**config.mk**
```make
export PLATFORM = sky130hd
export DESIGN_NAME = alu
export DESIGN_NICKNAME = d
export VERILOG_FILES = /design/src/rtl/alu.sv
export SDC_FILE = /design/constraint.sdc
export NUM_CORES = 1
export LEC_CHECK = 0
export CAP_MARGIN = 30
export CORE_UTILIZATION = 60
export CTS_CLUSTER_SIZE = 40
export DETAILED_ROUTE_END_ITERATION = 16
export GPL_TIMING_DRIVEN = 0
export PLACE_DENSITY = 0.9
export SLEW_MARGIN = 15
export SYNTH_ARGS = -nofsm -noshare
export SYNTH_HDL_FRONTEND = slang
export SYNTH_SLANG_ARGS = --single-unit
```
**constraint.sdc**
```tcl
create_clock -name clk -period 5.2 [get_ports clk]
set_input_delay 1.56 -clock clk [delete_from_list [all_inputs] [get_ports clk]]
set_output_delay 1.56 -clock clk [all_outputs]
set_load 0.005 [all_outputs]
```
**src/rtl/alu.sv**
```systemverilog
// alu: 8-bit ALU with basic, unary, compare and shift/bit-op classes; registered result and flags
module alu (
  input  logic       clk,
  input  logic       reset,
  input  logic [2:0] alu_cmd,
  input  logic [1:0] Type,
  input  logic [2:0] M_op,
  input  logic [1:0] C_op,
  input  logic [2:0] A_op,
  input  logic       V_op,
  input  logic [7:0] inA,
  input  logic [7:0] inB,
  input  logic       sc_i,
  output logic [7:0] rslt,
  output logic       sc_o,
  output logic       pari,
  output logic       zero
);
  logic [7:0] rslt_d, rslt_q;
  logic sc_d, sc_q, pari_d, pari_q, zero_d, zero_q;
  logic [8:0] add_w, sub_w;
  logic [15:0] shl_w, shr_w, sar_w;
  logic [7:0] rol_w, bit_m;
  logic [2:0] n;
  logic a_sc;
  assign n = inB[2:0];
  assign add_w = {1'b0, inA} + {1'b0, inB} + {8'b0, sc_i};
  assign sub_w = {1'b0, inA} - {1'b0, inB} - {8'b0, sc_i};
  assign shl_w = {8'b0, inA} << n;
  assign shr_w = {inA, 8'b0} >> n;
  assign sar_w = $signed({inA, 8'b0}) >>> n;
  assign rol_w = (inA << n) | (inA >> (3'd0 - n));
  assign bit_m = 8'b1 << n;
  always_comb begin
    rslt_d = 8'h00;
    sc_d = 1'b0;
    a_sc = 1'b0;
    case (Type)
      2'b00:
        case (alu_cmd)
          3'b000: {sc_d, rslt_d} = add_w;
          3'b001: {sc_d, rslt_d} = sub_w;
          3'b010: rslt_d = inA & inB;
          3'b011: rslt_d = inA ^ inB;
          3'b100: rslt_d = inA | inB;
          3'b101: {sc_d, rslt_d} = {inA, sc_i};
          3'b110: {rslt_d, sc_d} = {sc_i, inA};
          default: rslt_d = inA;
        endcase
      2'b01:
        case (M_op)
          3'b000: {sc_d, rslt_d} = {inA == 8'hff, inA + 8'd1};
          3'b001: {sc_d, rslt_d} = {inA == 8'h00, inA - 8'd1};
          3'b010: rslt_d = ~inA;
          3'b011: rslt_d = 8'd0 - inA;
          3'b100: {sc_d, rslt_d} = {inA[7], inA[6:0], inA[7]};
          3'b101: {sc_d, rslt_d} = {inA[0], inA[0], inA[7:1]};
          3'b110: rslt_d = inB;
          default: rslt_d = 8'h00;
        endcase
      2'b10: begin
        sc_d = C_op == 2'b00 ? inA == inB :
               C_op == 2'b01 ? inA < inB :
               C_op == 2'b10 ? inA > inB : $signed(inA) < $signed(inB);
        rslt_d = {7'b0, sc_d};
      end
      default: begin
        case (A_op)
          3'b000: {a_sc, rslt_d} = {|shl_w[15:8], shl_w[7:0]};
          3'b001: {a_sc, rslt_d} = {|shr_w[7:0], shr_w[15:8]};
          3'b010: {a_sc, rslt_d} = {|sar_w[7:0], sar_w[15:8]};
          3'b011: rslt_d = rol_w;
          3'b100: {a_sc, rslt_d} = {inA[n], inA | bit_m};
          3'b101: {a_sc, rslt_d} = {inA[n], inA & ~bit_m};
          3'b110: {a_sc, rslt_d} = {inA[n], 7'b0, inA[n]};
          default: rslt_d = {inA[3:0], inA[7:4]};
        endcase
        sc_d = V_op & a_sc;
      end
    endcase
    pari_d = ^rslt_d;
    zero_d = rslt_d == 8'h00;
  end
  always_ff @(posedge clk) begin
    if (reset) begin
      rslt_q <= 8'h00;
      sc_q <= 1'b0;
      pari_q <= 1'b0;
      zero_q <= 1'b1;
    end else begin
      rslt_q <= rslt_d;
      sc_q <= sc_d;
      pari_q <= pari_d;
      zero_q <= zero_d;
    end
  end
  assign rslt = rslt_q;
  assign sc_o = sc_q;
  assign pari = pari_q;
  assign zero = zero_q;
endmodule

```
======== Word level (Yosys, flattened, before mapping) ========
Index checks and enable logic that the tools add are counted.
word-level totals
  register bits after elaboration ......... 11
  input bits .............................. 33
  output and inout port bits .............. 11
  word-level logic and storage cells ...... 82
cells by class
  bitwise operators ....................... 9
  reduce and logical (&&, ||, !) cells .... 13
  add/subtract/negate cells ............... 8
  order comparisons ....................... 4
  muxes and demuxes ....................... 14
  eq/ne operators ......................... 24
  shift operators ......................... 6
operators by type and width
  kind                                           number
  one-hot mux 8 bit (7 select lines)             3
  == test 3 bit, second input constant           9
  bitwise OR 8 bit                               3
  one-hot mux 8 bit (3 select lines)             1
  OR reduction 8 bit                             3
  == test 3 x 2 -> 1 bit, second input constant  6
  AND 8 bit                                      2
  logical NOT 8 bit                              2
  less-than comparator 8 bit                     2
  NOT 8 bit                                      2
  left shift 8 x 3 -> 16 bit                     1
  right shift 16 x 3 -> 16 bit                   1
  >>> shifter 16 x 3 -> 16 bit                   1
  one-hot mux 1 bit (4 select lines)             3
  adder 8 x 8 -> 9 bit                           1
  adder 9 x 1 -> 9 bit                           1
  == test 3 x 1 -> 1 bit, second input constant  3
  logical NOT 3 bit                              3
  subtractor 8 x 8 -> 9 bit                      1
  subtractor 9 x 1 -> 9 bit                      1
  adder 8 x 1 -> 8 bit, second input constant    1
  == test 8 bit                                  1
  == test 8 bit, second input constant           1
  greater-than comparator 8 bit                  1
  17 further kinds                               25

======== Depth between registers and ports, before layout ========
  depth after elaboration ................. 6
  gate-level depth with buffers ........... 16
  depth with buffers taken out ............ 15

======== Worst setup path after synthesis ========
OpenSTA, ideal clock, no wires.
  path type ............................... input to register
  start point ............................. in inB[1]
  end point ............................... reg pari_q (netlist: pari)
  data arrival time ....................... 4434 ps
  required time ........................... 5071 ps
  stages .................................. 13
  setup time .............................. 129 ps
  path buffers ............................ 3
  setup slack ............................. 637 ps
  cells stage by stage .................... buf_2 buf_4 inv_1 ha_1 clkbuf_1 mux4_2 mux2i_1 o22ai_1 a311oi_1 ha_1 xnor2_1 xnor2_1 nor2_1
on the way
  longest elaborated chain between the ends .. 6
  elaborated cells between the ends (all ways) .. 32
  those cells by class .................... 5 x add/sub; 3 x order compare; 1 x eq/ne; 6 x shift; 9 x mux; 7 x bitwise; 1 x reduce/logical
ends and longest elaborated chain
  what                                                               RTL line  source
  start, declared                                                    12        input logic [7:0] inB,
  branches (longest 4 deep; another with subtractor 8 x 8 -> 9 bit)  n/a
  one-hot mux 8 bit (3 select lines) *                               38        case (Type)
  parity 8 bit *                                                     81        pari_d = ^rslt_d;
  end signal, assigned                                               93        pari_q <= pari_d;
  end, declared                                                      20        logic sc_d, sc_q, pari_d, pari_q, zero_d, zero_q;
Every way passes the cells marked *. The select of a mux whose other input is x is not followed.
A chain may end at the register's enable or synchronous reset.

======== Worst setup path in the final report ========
  start point ............................. in inA[2]
  end point ............................... reg pari_q (netlist: pari)
on the way
  longest elaborated chain between the ends .. 6
  elaborated cells between the ends (all ways) .. 33
  those cells by class .................... 7 x add/sub; 3 x order compare; 1 x eq/ne; 5 x shift; 9 x mux; 7 x bitwise; 1 x reduce/logical
ends and longest elaborated chain
  what                                                               RTL line  source
  start, declared                                                    11        input logic [7:0] inA,
  branches (longest 4 deep; another with subtractor 8 x 8 -> 9 bit)  n/a
  one-hot mux 8 bit (3 select lines) *                               38
  parity 8 bit *                                                     81
Marks and branches as above.

==> summary.txt <==
Run
  – Max-cap viol count: 0

Critical path
  – Top Family by Delay on Critical Path: buffers and inverters
  – CP most frequent cell: xnor2_1
  – CP bufs+invs: 4
  – WP data arrival: 5270 ps
  – Critical path class: in -> reg
  – Slowest stage delay, CP: 590 ps
  – CP required: 5320 ps
  – Crit path cell chain: clkdlybuf4s15_1, buf_2, inv_1, ha_1, buf_2, or4_1, o22ai_4, xnor2_1, a221oi_2, a31oi_1, a211oi_2, ha_1, xnor2_1, xnor2_1, nor2_1
  – CP Max Fanout: 10
  – Slowest cell on crit path: or4_1
  – CP Capture Type: flop
  – Startpoint types: primary input
  – Levels on crit path: 15

Drt
  – First-pass DRT Iterations: 9
  – Routed WL per cell: 22.77 microns
  – Vias: 5,603
  – Via-to-Cell Ratio: 7.193
  – Drc violations: 0
  – Detail Route Antenna Nets: 0
  – Total wire length: 17.74 mm
  – DRT iter0 DRCs: 949

Placed design
  – I/O Buffers: 38
  – Final GP Congestion: 1.105
  – Worst slack, placed: -1178 ps
  – Placed instance area: 0.005029 sq mm
  – Dpl cells: 762
  – Post-DP HPWL: 13.36 mm

Min path
  – Hold path depth: 2
  – Hold_sp: reset
  – Worst Hold Path EP: sc_o
  – Min-delay worst type: in -> reg

STA
  – PnR worst setup slack: 54.56 ps
  – FMAX: 0.1943 GHz
  – Relative slew slack: 48.63%
  – Min Tclk post-route: 5145 ps
  – Max Slew Vio Count: 0
  – Final Hold Vio Count: 0
  – Final setup fails: 0
  – Worst-Margin Slew: 764.6 ps
  – Final Cycle Share: 98.95%

Clock network
  – Longest Clk Path Bufs: 2
  – Htree depth: 1
  – CTS tree: yes
  – Num CTS Buffers: 3
  – CTS root buffer: clkbuf_8
  – Clock sinks: 11
  – Worst-path clk slew: 50 ps

Synthesis
  – EDFF count, synth: 0
  – Synth area leaders: ha_1 (16%), mux2i_1 (5.8%), o21ai_0 (5.3%)
  – Ys flop type: dfxtp_1
  – Top cells by count, synth: ha_1 (57), o21ai_0 (48), nor2_1 (46)
  – Synth warn: 0
  – Post-synthesis area per instance: 7.239 sq um
  – Cell Area, Synth: 0.004524 sq mm
  – Area leader, netlist: ha_1
  – Seq/Total Area, Yosys: 4.867%
  – Synth cell types: 79
  – FF+latch count, synth: 11
  – Syn nets: 720
  – Fraction of registers with async set or reset after synthesis: 0%
  – Synth top area share: 15.76%
  – Dominant cell by count in the synthesized netlist: ha_1
  – Cells after synthesis: 625

Layout
  – Layout Nets: 776
  – Syn-to-layout area delta: 17.34%
  – Non-Filler Instances: 779
  – Multi-input gate area: 0.003991 sq mm
  – Number of fillers in the final layout: 592
  – FF/Latch Area: 220.2 sq um
  – Diodes inserted: 0
  – Finished Cell Area: 0.005309 sq mm
  – Ratio of cells with drive above 1 in the final layout: 14.41%

Status
  – Status: completed

Power
  – PwrDens: 142.1 mW/mm^2
  – Worst ir drop on vdd: 0.0001037 V
  – Leakage: 2.137 nW

Floorplanning
  – Die Wd: 88.84 microns
  – Row count: 31
  – Die extent in y: 88.84 microns
  – DIE AREA: 0.007892 sq mm
  – I/O pin cnt: 44
  – Core area: 0.007253 sq mm
  – Initial Utilization: 62.38%

GRT
  – Initial antenna violation count: 0
  – First-pass GRT wire length: 26.81 mm
  – Grt total ovfl: 0
  – Global Route Usage Sum: 44.97%
  – Largest net degree at the start of global routing: 14
  – Vias in the first global route: 5,143
## metrics by stage
step                      power (mW)  hold WS [ps]  setup TNS (ps)  utilization (%)
after floorplan               0.4452          1659               0                -
after global placement        0.6033          2214           -4434            69.33
after detailed placement      0.6138          2204           -4936            69.33
after CTS                     0.7114          1952               0            71.07
after global routing          0.7945          1965          -15.16            73.19
final                         0.7542          1956               0            73.19
## registers in the layout, summed over array words and instances, names as in the netlist
name  cells
pari      1
sc_o      1
zero      1
rslt      8
## worst max-delay path by stage
stage | from | endpoint | slack [ps]
floorplan | inB[1] | pari | 640
global placement | inB[0] | pari | -1110
detailed placement | inB[0] | pari | -1180
CTS | inA[7] | pari | 30
global route | M_op[1] | pari | -20
finish | inA[2] | pari | 50
## kinds of logic after synthesis
logic type | synth area share, %
multiplexers | 10.73
AO/OA/AOI/OAI | 32.74
adder cells (fa/ha/maj) | 17.98
flip-flops | 4.867
buffers and inverters | 9.043
XOR/XNOR | 4.840
AND/OR/NAND/NOR | 19.80
## cells in the final DEF (no fill, tap or decap), drive strengths merged, types with 19 or more instances in the layout
cell type,count
inv,38
nand2,42
o21ai,48
clkdlybuf4s50,28
buf,41
xnor2,19
mux2i,26
ha,57
nor2,47
clkbuf,32
a21oi,42
## area by class of cell
cell class,instances,share of cell area (%)
multi-input combinational,517,75.18
timing repair buffer,52,8.838
buffer,51,4.973
sequential,11,4.148
inverter,45,3.677
tap,99,2.333
clock buffer,4,0.8485
## layer usage
metal	share of wire [%]	GRT usage (%)	vias up
li1	-	-	2444
met1	37	56.36	2535
met2	44	73.78	502
met3	13	8.116	122
met4	6.3	22.87	0
met5	0	0	-
## timing repair
item / 4_1_cts / 5_1_grt
endpoints found under the setup margin: 8 / 1
pin swaps: 0 / 5
gates cloned: 0 / 0
resized for setup: 35 / 43
setup buffers: 3 / 10
hold buffers: 0 / 0
## power by group
| part | internal, mW | total, mW | switching, mW |
|---|---|---|---|
| registers | 0.0944 | 0.0969 | 0.00245 |
| logic | 0.233 | 0.569 | 0.336 |
| clock network | 0.0540 | 0.0885 | 0.0344 |
(Power assumes the default switching activity.)
